File: src/rtl/iram_arbiter_if.sv
// IRAM arbiter bus bundle: fetch port, loader/debug port, IRAM port and
// the fetch stall indicator. The arbiter connects through the slave modport;
// requesters, the IRAM model and testbenches use the master modport.
interface iram_arbiter_if #(
  parameter int unsigned XLEN = 32
);
  // Fetch port
  logic            f_req;
  logic [XLEN-3:0] f_addr;
  logic            f_gnt;
  logic            f_rvalid;
  logic [XLEN-1:0] f_rdata;
  // Loader / debug port
  logic            l_req;
  logic            l_we;
  logic [XLEN-3:0] l_addr;
  logic [XLEN-1:0] l_wdata;
  logic            l_last;
  logic            l_gnt;
  logic            l_rvalid;
  logic [XLEN-1:0] l_rdata;
  // IRAM port
  logic            iram_en;
  logic            iram_we;
  logic [XLEN-3:0] iram_addr;
  logic [XLEN-1:0] iram_wdata;
  logic [XLEN-1:0] iram_rdata;
  // Status
  logic            fetch_stall;

  modport slave (
    input  f_req, f_addr,
    input  l_req, l_we, l_addr, l_wdata, l_last,
    input  iram_rdata,
    output f_gnt, f_rvalid, f_rdata,
    output l_gnt, l_rvalid, l_rdata,
    output iram_en, iram_we, iram_addr, iram_wdata,
    output fetch_stall
  );

  modport master (
    output f_req, f_addr,
    output l_req, l_we, l_addr, l_wdata, l_last,
    output iram_rdata,
    input  f_gnt, f_rvalid, f_rdata,
    input  l_gnt, l_rvalid, l_rdata,
    input  iram_en, iram_we, iram_addr, iram_wdata,
    input  fetch_stall
  );
endinterface

File: src/rtl/iram_arbiter.sv
// iram_arbiter: shares one single-port IRAM between instruction fetch and a
// loader/debug port. Loader has priority and a multi-beat loader burst locks
// the port until its l_last beat. Read data returns one cycle after grant,
// steered to the requester recorded in a registered owner tag.
// Optional starvation guard: define IRAM_ARB_STARVE_EN to force one fetch
// slot after STARVE_MAX consecutive loader grants while fetch is waiting.
module iram_arbiter #(
  parameter int unsigned XLEN       = 32,
  parameter int unsigned STARVE_MAX = 8
) (
  input logic          clk,
  input logic          rst,
  iram_arbiter_if.slave bus
);

  if ((STARVE_MAX < 1) || (STARVE_MAX > 255)) begin : g_bad_starve_max
    $error("iram_arbiter: STARVE_MAX must be in 1..255");
  end

`ifdef IRAM_ARB_STARVE_EN
  typedef enum logic [1:0] {
    ST_FETCH = 2'd0,
    ST_LOAD  = 2'd1,
    ST_YIELD = 2'd2
  } state_e;
`else
  typedef enum logic [1:0] {
    ST_FETCH = 2'd0,
    ST_LOAD  = 2'd1
  } state_e;
`endif

  state_e state_q, state_d;

  logic f_gnt;
  logic l_gnt;
  logic f_rvalid_q;
  logic l_rvalid_q;

`ifdef IRAM_ARB_STARVE_EN
  localparam logic [8:0] STARVE_LIM = 9'(STARVE_MAX);

  logic [7:0] starve_cnt_q, starve_cnt_d;
  logic       starve_hit;
`endif

  // State register, owner tag (read-return valids) and starvation counter
  always_ff @(posedge clk or posedge rst) begin
    if (rst) begin
      state_q    <= ST_FETCH;
      f_rvalid_q <= 1'b0;
      l_rvalid_q <= 1'b0;
`ifdef IRAM_ARB_STARVE_EN
      starve_cnt_q <= '0;
`endif
    end else begin
      state_q    <= state_d;
      f_rvalid_q <= f_gnt;
      l_rvalid_q <= l_gnt & ~bus.l_we;
`ifdef IRAM_ARB_STARVE_EN
      starve_cnt_q <= starve_cnt_d;
`endif
    end
  end

  // Grant decision and next state from current owner and requests
  always_comb begin
    state_d = state_q;
    f_gnt   = 1'b0;
    l_gnt   = 1'b0;
    case (state_q)
      ST_FETCH: begin
        if (bus.l_req) begin
          l_gnt = 1'b1;
          if (!bus.l_last) state_d = ST_LOAD;
        end else if (bus.f_req) begin
          f_gnt = 1'b1;
        end
      end
      ST_LOAD: begin
        if (bus.l_req) begin
          l_gnt = 1'b1;
          if (bus.l_last) state_d = ST_FETCH;
        end
      end
`ifdef IRAM_ARB_STARVE_EN
      ST_YIELD: begin
        f_gnt   = bus.f_req;
        state_d = ST_LOAD;
      end
`endif
      default: state_d = ST_FETCH;
    endcase
`ifdef IRAM_ARB_STARVE_EN
    // The grant that brings the waiting count to the limit schedules the
    // yield slot directly, so exactly STARVE_MAX beats precede each fetch slot.
    starve_hit = l_gnt & ~bus.l_last & bus.f_req &
                 (({1'b0, starve_cnt_q} + 9'd1) >= STARVE_LIM);
    if (starve_hit) state_d = ST_YIELD;
`endif
  end

`ifdef IRAM_ARB_STARVE_EN
  // Count loader grants while fetch waits; any fetch grant or idle fetch clears
  always_comb begin
    starve_cnt_d = starve_cnt_q;
    if (f_gnt || !bus.f_req) begin
      starve_cnt_d = '0;
    end else if (l_gnt && (starve_cnt_q != 8'hFF)) begin
      starve_cnt_d = starve_cnt_q + 8'd1;
    end
  end
`endif

  // IRAM port mux from the granted requester
  always_comb begin
    bus.iram_en    = f_gnt | l_gnt;
    bus.iram_we    = l_gnt & bus.l_we;
    bus.iram_addr  = '0;
    bus.iram_wdata = '0;
    if (l_gnt) begin
      bus.iram_addr = bus.l_addr;
    end else if (f_gnt) begin
      bus.iram_addr = bus.f_addr;
    end
    if (l_gnt && bus.l_we) begin
      bus.iram_wdata = bus.l_wdata;
    end
  end

  assign bus.f_gnt       = f_gnt;
  assign bus.l_gnt       = l_gnt;
  assign bus.f_rvalid    = f_rvalid_q;
  assign bus.l_rvalid    = l_rvalid_q;
  assign bus.f_rdata     = bus.iram_rdata;
  assign bus.l_rdata     = bus.iram_rdata;
  assign bus.fetch_stall = bus.f_req & ~f_gnt;

endmodule
File: src/flat_wrapper.sv
// flat-port wrapper written by rule: the top's interface ports become plain ports
module iram_arbiter_flat 
#(
  parameter int unsigned XLEN       = 32,
  parameter int unsigned STARVE_MAX = 8
)
  (clk, rst, bus_f_req, bus_f_addr, bus_l_req, bus_l_we, bus_l_addr, bus_l_wdata, bus_l_last, bus_iram_rdata, bus_f_gnt, bus_f_rvalid, bus_f_rdata, bus_l_gnt, bus_l_rvalid, bus_l_rdata, bus_iram_en, bus_iram_we, bus_iram_addr, bus_iram_wdata, bus_fetch_stall);
  iram_arbiter_if #(.XLEN(XLEN)) bus_i ();
  input logic clk;
  input logic rst;
  input wire logic [$bits(bus_i.f_req)-1:0] bus_f_req;
  input wire logic [$bits(bus_i.f_addr)-1:0] bus_f_addr;
  input wire logic [$bits(bus_i.l_req)-1:0] bus_l_req;
  input wire logic [$bits(bus_i.l_we)-1:0] bus_l_we;
  input wire logic [$bits(bus_i.l_addr)-1:0] bus_l_addr;
  input wire logic [$bits(bus_i.l_wdata)-1:0] bus_l_wdata;
  input wire logic [$bits(bus_i.l_last)-1:0] bus_l_last;
  input wire logic [$bits(bus_i.iram_rdata)-1:0] bus_iram_rdata;
  output wire logic [$bits(bus_i.f_gnt)-1:0] bus_f_gnt;
  output wire logic [$bits(bus_i.f_rvalid)-1:0] bus_f_rvalid;
  output wire logic [$bits(bus_i.f_rdata)-1:0] bus_f_rdata;
  output wire logic [$bits(bus_i.l_gnt)-1:0] bus_l_gnt;
  output wire logic [$bits(bus_i.l_rvalid)-1:0] bus_l_rvalid;
  output wire logic [$bits(bus_i.l_rdata)-1:0] bus_l_rdata;
  output wire logic [$bits(bus_i.iram_en)-1:0] bus_iram_en;
  output wire logic [$bits(bus_i.iram_we)-1:0] bus_iram_we;
  output wire logic [$bits(bus_i.iram_addr)-1:0] bus_iram_addr;
  output wire logic [$bits(bus_i.iram_wdata)-1:0] bus_iram_wdata;
  output wire logic [$bits(bus_i.fetch_stall)-1:0] bus_fetch_stall;
  assign bus_i.f_req = bus_f_req;
  assign bus_i.f_addr = bus_f_addr;
  assign bus_i.l_req = bus_l_req;
  assign bus_i.l_we = bus_l_we;
  assign bus_i.l_addr = bus_l_addr;
  assign bus_i.l_wdata = bus_l_wdata;
  assign bus_i.l_last = bus_l_last;
  assign bus_i.iram_rdata = bus_iram_rdata;
  assign bus_f_gnt = bus_i.f_gnt;
  assign bus_f_rvalid = bus_i.f_rvalid;
  assign bus_f_rdata = bus_i.f_rdata;
  assign bus_l_gnt = bus_i.l_gnt;
  assign bus_l_rvalid = bus_i.l_rvalid;
  assign bus_l_rdata = bus_i.l_rdata;
  assign bus_iram_en = bus_i.iram_en;
  assign bus_iram_we = bus_i.iram_we;
  assign bus_iram_addr = bus_i.iram_addr;
  assign bus_iram_wdata = bus_i.iram_wdata;
  assign bus_fetch_stall = bus_i.fetch_stall;
  iram_arbiter #(.XLEN(XLEN), .STARVE_MAX(STARVE_MAX)) u_core (.clk(clk), .rst(rst), .bus(bus_i));
endmodule
File: config.mk
export PLATFORM = sky130hd
export DESIGN_NAME = iram_arbiter_flat
export DESIGN_NICKNAME = d
export VERILOG_FILES = /design/src/rtl/iram_arbiter_if.sv /design/src/rtl/iram_arbiter.sv /design/src/flat_wrapper.sv
export SDC_FILE = /design/constraint.sdc
export NUM_CORES = 1
export LEC_CHECK = 0
export ABC_CLOCK_PERIOD_IN_PS = 1200
export CORE_AREA = 8 8 96 98
export CTS_BUF_LIST = sky130_fd_sc_hd__clkbuf_4
export DETAILED_ROUTE_END_ITERATION = 16
export DIE_AREA = 0 0 104 106
export GPL_TIMING_DRIVEN = 1
export PLACE_DENSITY = 0.74
export SLEW_MARGIN = 20
export SYNTH_ARGS = -nofsm -noshare
export SYNTH_HDL_FRONTEND = slang
export SYNTH_SLANG_ARGS = --single-unit
File: constraint.sdc
create_clock -name clk -period 1.2 [get_ports clk]
set_input_delay 0.12 -clock clk [delete_from_list [all_inputs] [get_ports clk]]
set_output_delay 0.12 -clock clk [all_outputs]
set_load 0.02 [all_outputs]
**Word-level counts from Yosys, hierarchy flattened**

Cells that the tools add are included.

- Register bits after elaboration: 4
- Input port bits: 130
- Word-level logic and storage cells: 31

- Equality and inequality tests: 5
- Muxes and demuxes: 13
- Bitwise gates (word level): 6
- Reduce and logical (&&, ||, !) cells: 4

Operators with widths:

| cell | number |
|---|---|
| 2-to-1 mux 30 bit | 2 |
| 2-to-1 mux 32 bit | 1 |
| 2-to-1 mux 2 bit | 4 |
| != test 2 bit (second input constant) | 4 |
| 2-to-1 mux 1 bit | 5 |
| one-hot mux 2 bit (2 select lines) | 1 |
| AND reduction 4 bit | 1 |
| bitwise AND 1 bit | 3 |
| equality test 2 x 1 -> 1 bit (second input constant) | 1 |
| logical NOT 2 bit | 1 |
| NOT 1 bit | 2 |
| OR reduction 2 bit | 1 |
| logical AND 1 bit | 1 |
| bitwise OR 1 bit | 1 |

**Depth between registers and ports, before layout**

- Depth after elaboration: 5
- Gate-level depth with buffers: 4
- Depth with buffers taken out: 2

**Worst setup path before layout**

Ideal clock, no wire load.

- Path kind: flip-flop to output port
- Start: reg u_core.state_q[0]
- End: out bus_iram_addr[0]
- Arrival time: 1.074 ns
- Data required time: 1.080 ns
- Slack: 0.006 ns
- Cell stages (with the launch flop): 4
- Buffers on the path: 1
- Cell sequence: dfrtp_1 -> nand2b_1 -> clkbuf_1 -> o21ai_1

- Word-level cells in the longest chain between the ends: 4
- Elaborated cells between the ends (all ways): 7

RTL lines:

| element | RTL line | source |
|---|---|---|
| from (decl) | iram_arbiter.sv:33 | `state_e state_q, state_d;` |
| from (signal assigned) | iram_arbiter.sv:57 | `state_q <= state_d;` |
| equality test 2 x 1 -> 1 bit or logical NOT 2 bit (tied branches) | iram_arbiter.sv:71 | `case (state_q)` |
| OR reduction 2 bit (no line) or 2-to-1 mux 1 bit (tied branches) | - |  |
| 2-to-1 mux 1 bit or 2-to-1 mux 30 bit (tied branches) | - |  |
| 2-to-1 mux 30 bit * | iram_arbiter.sv:121 | `if (l_gnt) begin` |
| to (decl) | flat_wrapper.sv:27 | `output wire logic [$bits(bus_i.iram_addr)-1:0] bus_iram_addr;` |

Mark *: on every way between the ends. The rest lies on a longest branch, timed or not.

**Worst setup path in the final report**

- Start: reg u_core.state_q[0]
- End: out bus_iram_addr[10]

Same word-level chain as after synthesis.

==> results.toml <==
[layout]
drive_gt1_frac = 0.348
nFillCells = 798
fin_nets = 450
fin_util = 0.368
final_cells = 425
final_cell_mix = "95 x clkdlybuf4s50_1, 32 x and3_1, 31 x nand2b_1"
syn_to_final_growth_pct = 115
mostFrequentLayoutCell = "clkdlybuf4s50_1"

[timing]
setup_slack_ns = -0.200
setup_viol = 32
finalCritPeriodShare = 1.17
slew_headroom = 0.850
layout_min_cycle_time_ns = 1.40
hold_viol = 0
finClkSkew_ns = 0.0000425
maxSlewViolCount = 0
rsz0062_at_grt = "true"
worstMarginPinSlew_ns = 0.226
clock.fmax_mhz = 714

[die]
fp.coreArea_um2 = 7850
fp.dieH_um = 106
num_rows = 33
ios = 263
die-area_um2 = 11000
initial_core_util = 0.171
die_w_um = 104

[pwr]
pwr-share-clk = 0.143
p_leak_nw = 1.31
power_density_nw_per_um2 = 476
total_power_mw = 1.37
switchingPower_mw = 0.505
p_seq_frac = 0.081
combPwrFrac = 0.776
p_sw_frac = 0.367
peakVddDrop_v = 0.000122
internal_power_mw = 0.869

[placement]
routabilityCongestion = 0.720
post-place-ws_ns = -0.608
dp.cells = 412
hpwl_um = 5140
port_buffers = 166

[global_routing]
grt_max_degree = 52
grt_remaining_overflow = 0
grt_pass1_vias = 1869
grt_pass1_wl_um = 9870
grt_util_all_layers = 0.108
antenna_found_initial = 0

[hold_path]
hp-class = "input pin to async pin"

[run_status]
outcome = "finished, violations left"
violations = "setup timing"

[yosys]
postSynthAreaPerCell_um2 = 6.23
yosys_warnings = 0
syn_nets = 345
ys_seq_area_frac = 0.0560
ys_types = 13
ys_seq_elements = 3
synthesis.area_um2 = 1340
synthCells = 215

[drt]
wirelength_um = 6510
drtIter0Drc = 24
drt-wirelength-per-cell_um = 15.3
drt-vias-per-instance = 4.13
dr_total_vias = 1754
drtAntennaViolNets = 0
first_pass_iters = 4
route.detailed.drc = 0

[setup_path]
critPathBufInv = 2
critPathRequiredTime_ns = 1.08
slowest_stage = "dfrtp_1"
rrSetupSlack_ns = 0.03
path_class = "flop to output pin"
rr_endpoint = "u_core.state_q[0]$_DFFE_PP0P_"
end_kind = "output pin"
critPathLaunchType = "flop"
worstRegToRegCells = 7
path_max_fanout = 15
cpLargestDelayFamily = "flip-flops"
reg2reg_from = "u_core.state_q[0]$_DFFE_PP0P_"
crit_arrival_ns = 1.28
path_cells = "nand2b_4 -> buf_16 -> o21ai_1 -> buf_4"
critPathMaxStageDelay_ns = 0.38

[cts]
cts_root_buffer = "clkbuf_4"
clockBufferDepth = 2
numCtsBuffers = 3
clk-insertion-delay-late_ns = 0.23
cts_num_sinks = 3
cts.reportedPaths.clkPinSlew_ns = 0.04
h-tree-depth = 1
cts_hold_buf = 0
cts_tree = "yes"

[run]
drv_cap = 0
==> layout make-up <==
type                            count  area (µm²)  area share
Antenna cell                        1        2.50    0.000868
Clock buffer                        4        30.0      0.0104
Inverter                            1        3.75     0.00130
Multi-Input combinational cell    130         816       0.283
Sequential cell                     3        75.1      0.0260
Tap cell                          105         131      0.0456
Timing Repair Buffer              181        1830       0.633
==> metrics by stage <==
step / hold WS (ns) / setup TNS, ns / area [µm²]
after floorplan: -0.126 / 0 / 1340
after global placement: 0.240 / -33.78 / 2650
after detailed placement: 0.240 / -34.51 / 2650
after CTS: 0.0821 / -5.81 / 2790
after global routing: 0.122 / -7.12 / 2880
final: 0.0753 / -5.08 / 2880
==> worst max-delay path by stage <==
stage	from	endpoint	slack, ns	cells after the start
floorplan	u_core.state_q[0]$_DFFE_PP0P_	bus_iram_addr[0]	0.006	3
global placement	bus_f_req	bus_iram_addr[9]	-0.58	5
detailed placement	bus_f_req	bus_iram_addr[16]	-0.61	5
CTS	u_core.state_q[0]$_DFFE_PP0P_	bus_iram_addr[16]	-0.20	4
global route	u_core.state_q[0]$_DFFE_PP0P_	bus_iram_addr[10]	-0.26	4
finish	u_core.state_q[0]$_DFFE_PP0P_	bus_iram_addr[10]	-0.20	4
==> state kept, by name, indices dropped and copies added (netlist names) <==
signal and count:
u_core.bus.f_rvalid 1, u_core.bus.l_rvalid 1, u_core.state_q 1
==> logic make-up after synthesis <==
family	Yosys count	synth area share
buf+inv	82	0.424
compound gates	31	0.116
flops	3	0.0560
simple gates	99	0.404
==> synthesized netlist by cell type <==
library cell | n | area (µm²)
buf_4 | 69 | 518
and3_1 | 32 | 200
nand2b_1 | 32 | 200
nand2_1 | 30 | 113
o21ai_1 | 30 | 150
clkbuf_1 | 11 | 41.3
dfrtp_1 | 3 | 75.1
and2_1 | 2 | 12.5
nor2b_1 | 2 | 12.5
a21oi_1 | 1 | 5.00
buf_2 | 1 | 5.00
inv_1 | 1 | 3.75
nor2_1 | 1 | 3.75
==> routing by layer <==
metal,part of all wire,global-route usage
met5,0,0
met1,0.34,0.109
met2,0.52,0.193
met4,0.037,0.0496
met3,0.096,0.0436
==> power by group through the flow <==
stage          Sequential (mW)  Clock, mW  Combinational [mW]
6_report                 0.111      0.197                1.07
5_1_grt                  0.112      0.218                1.14
4_1_cts                  0.111      0.207                1.02
3_5_place_dp             0.112          0               0.988
3_3_place_gp             0.112          0               0.977
2_1_floorplan            0.115          0               0.673
==> worst register-to-register path, delay by kind of cell (launching register included) <==
kind                   cells  cell delay [ns]
and+or+nand+nor            1             0.03
AOI/OAI and AO/OA          1             0.10
DFF                        1             0.35
buffers and inverters      5             0.61
==> repair_timing <==
item,in CTS,in global routing
setup endpoints to repair,69,46
pin swaps,0,1
gates resized for setup,289,36
buffers inserted,4,2
gates cloned,2,0
(Power assumes the default switching activity.)
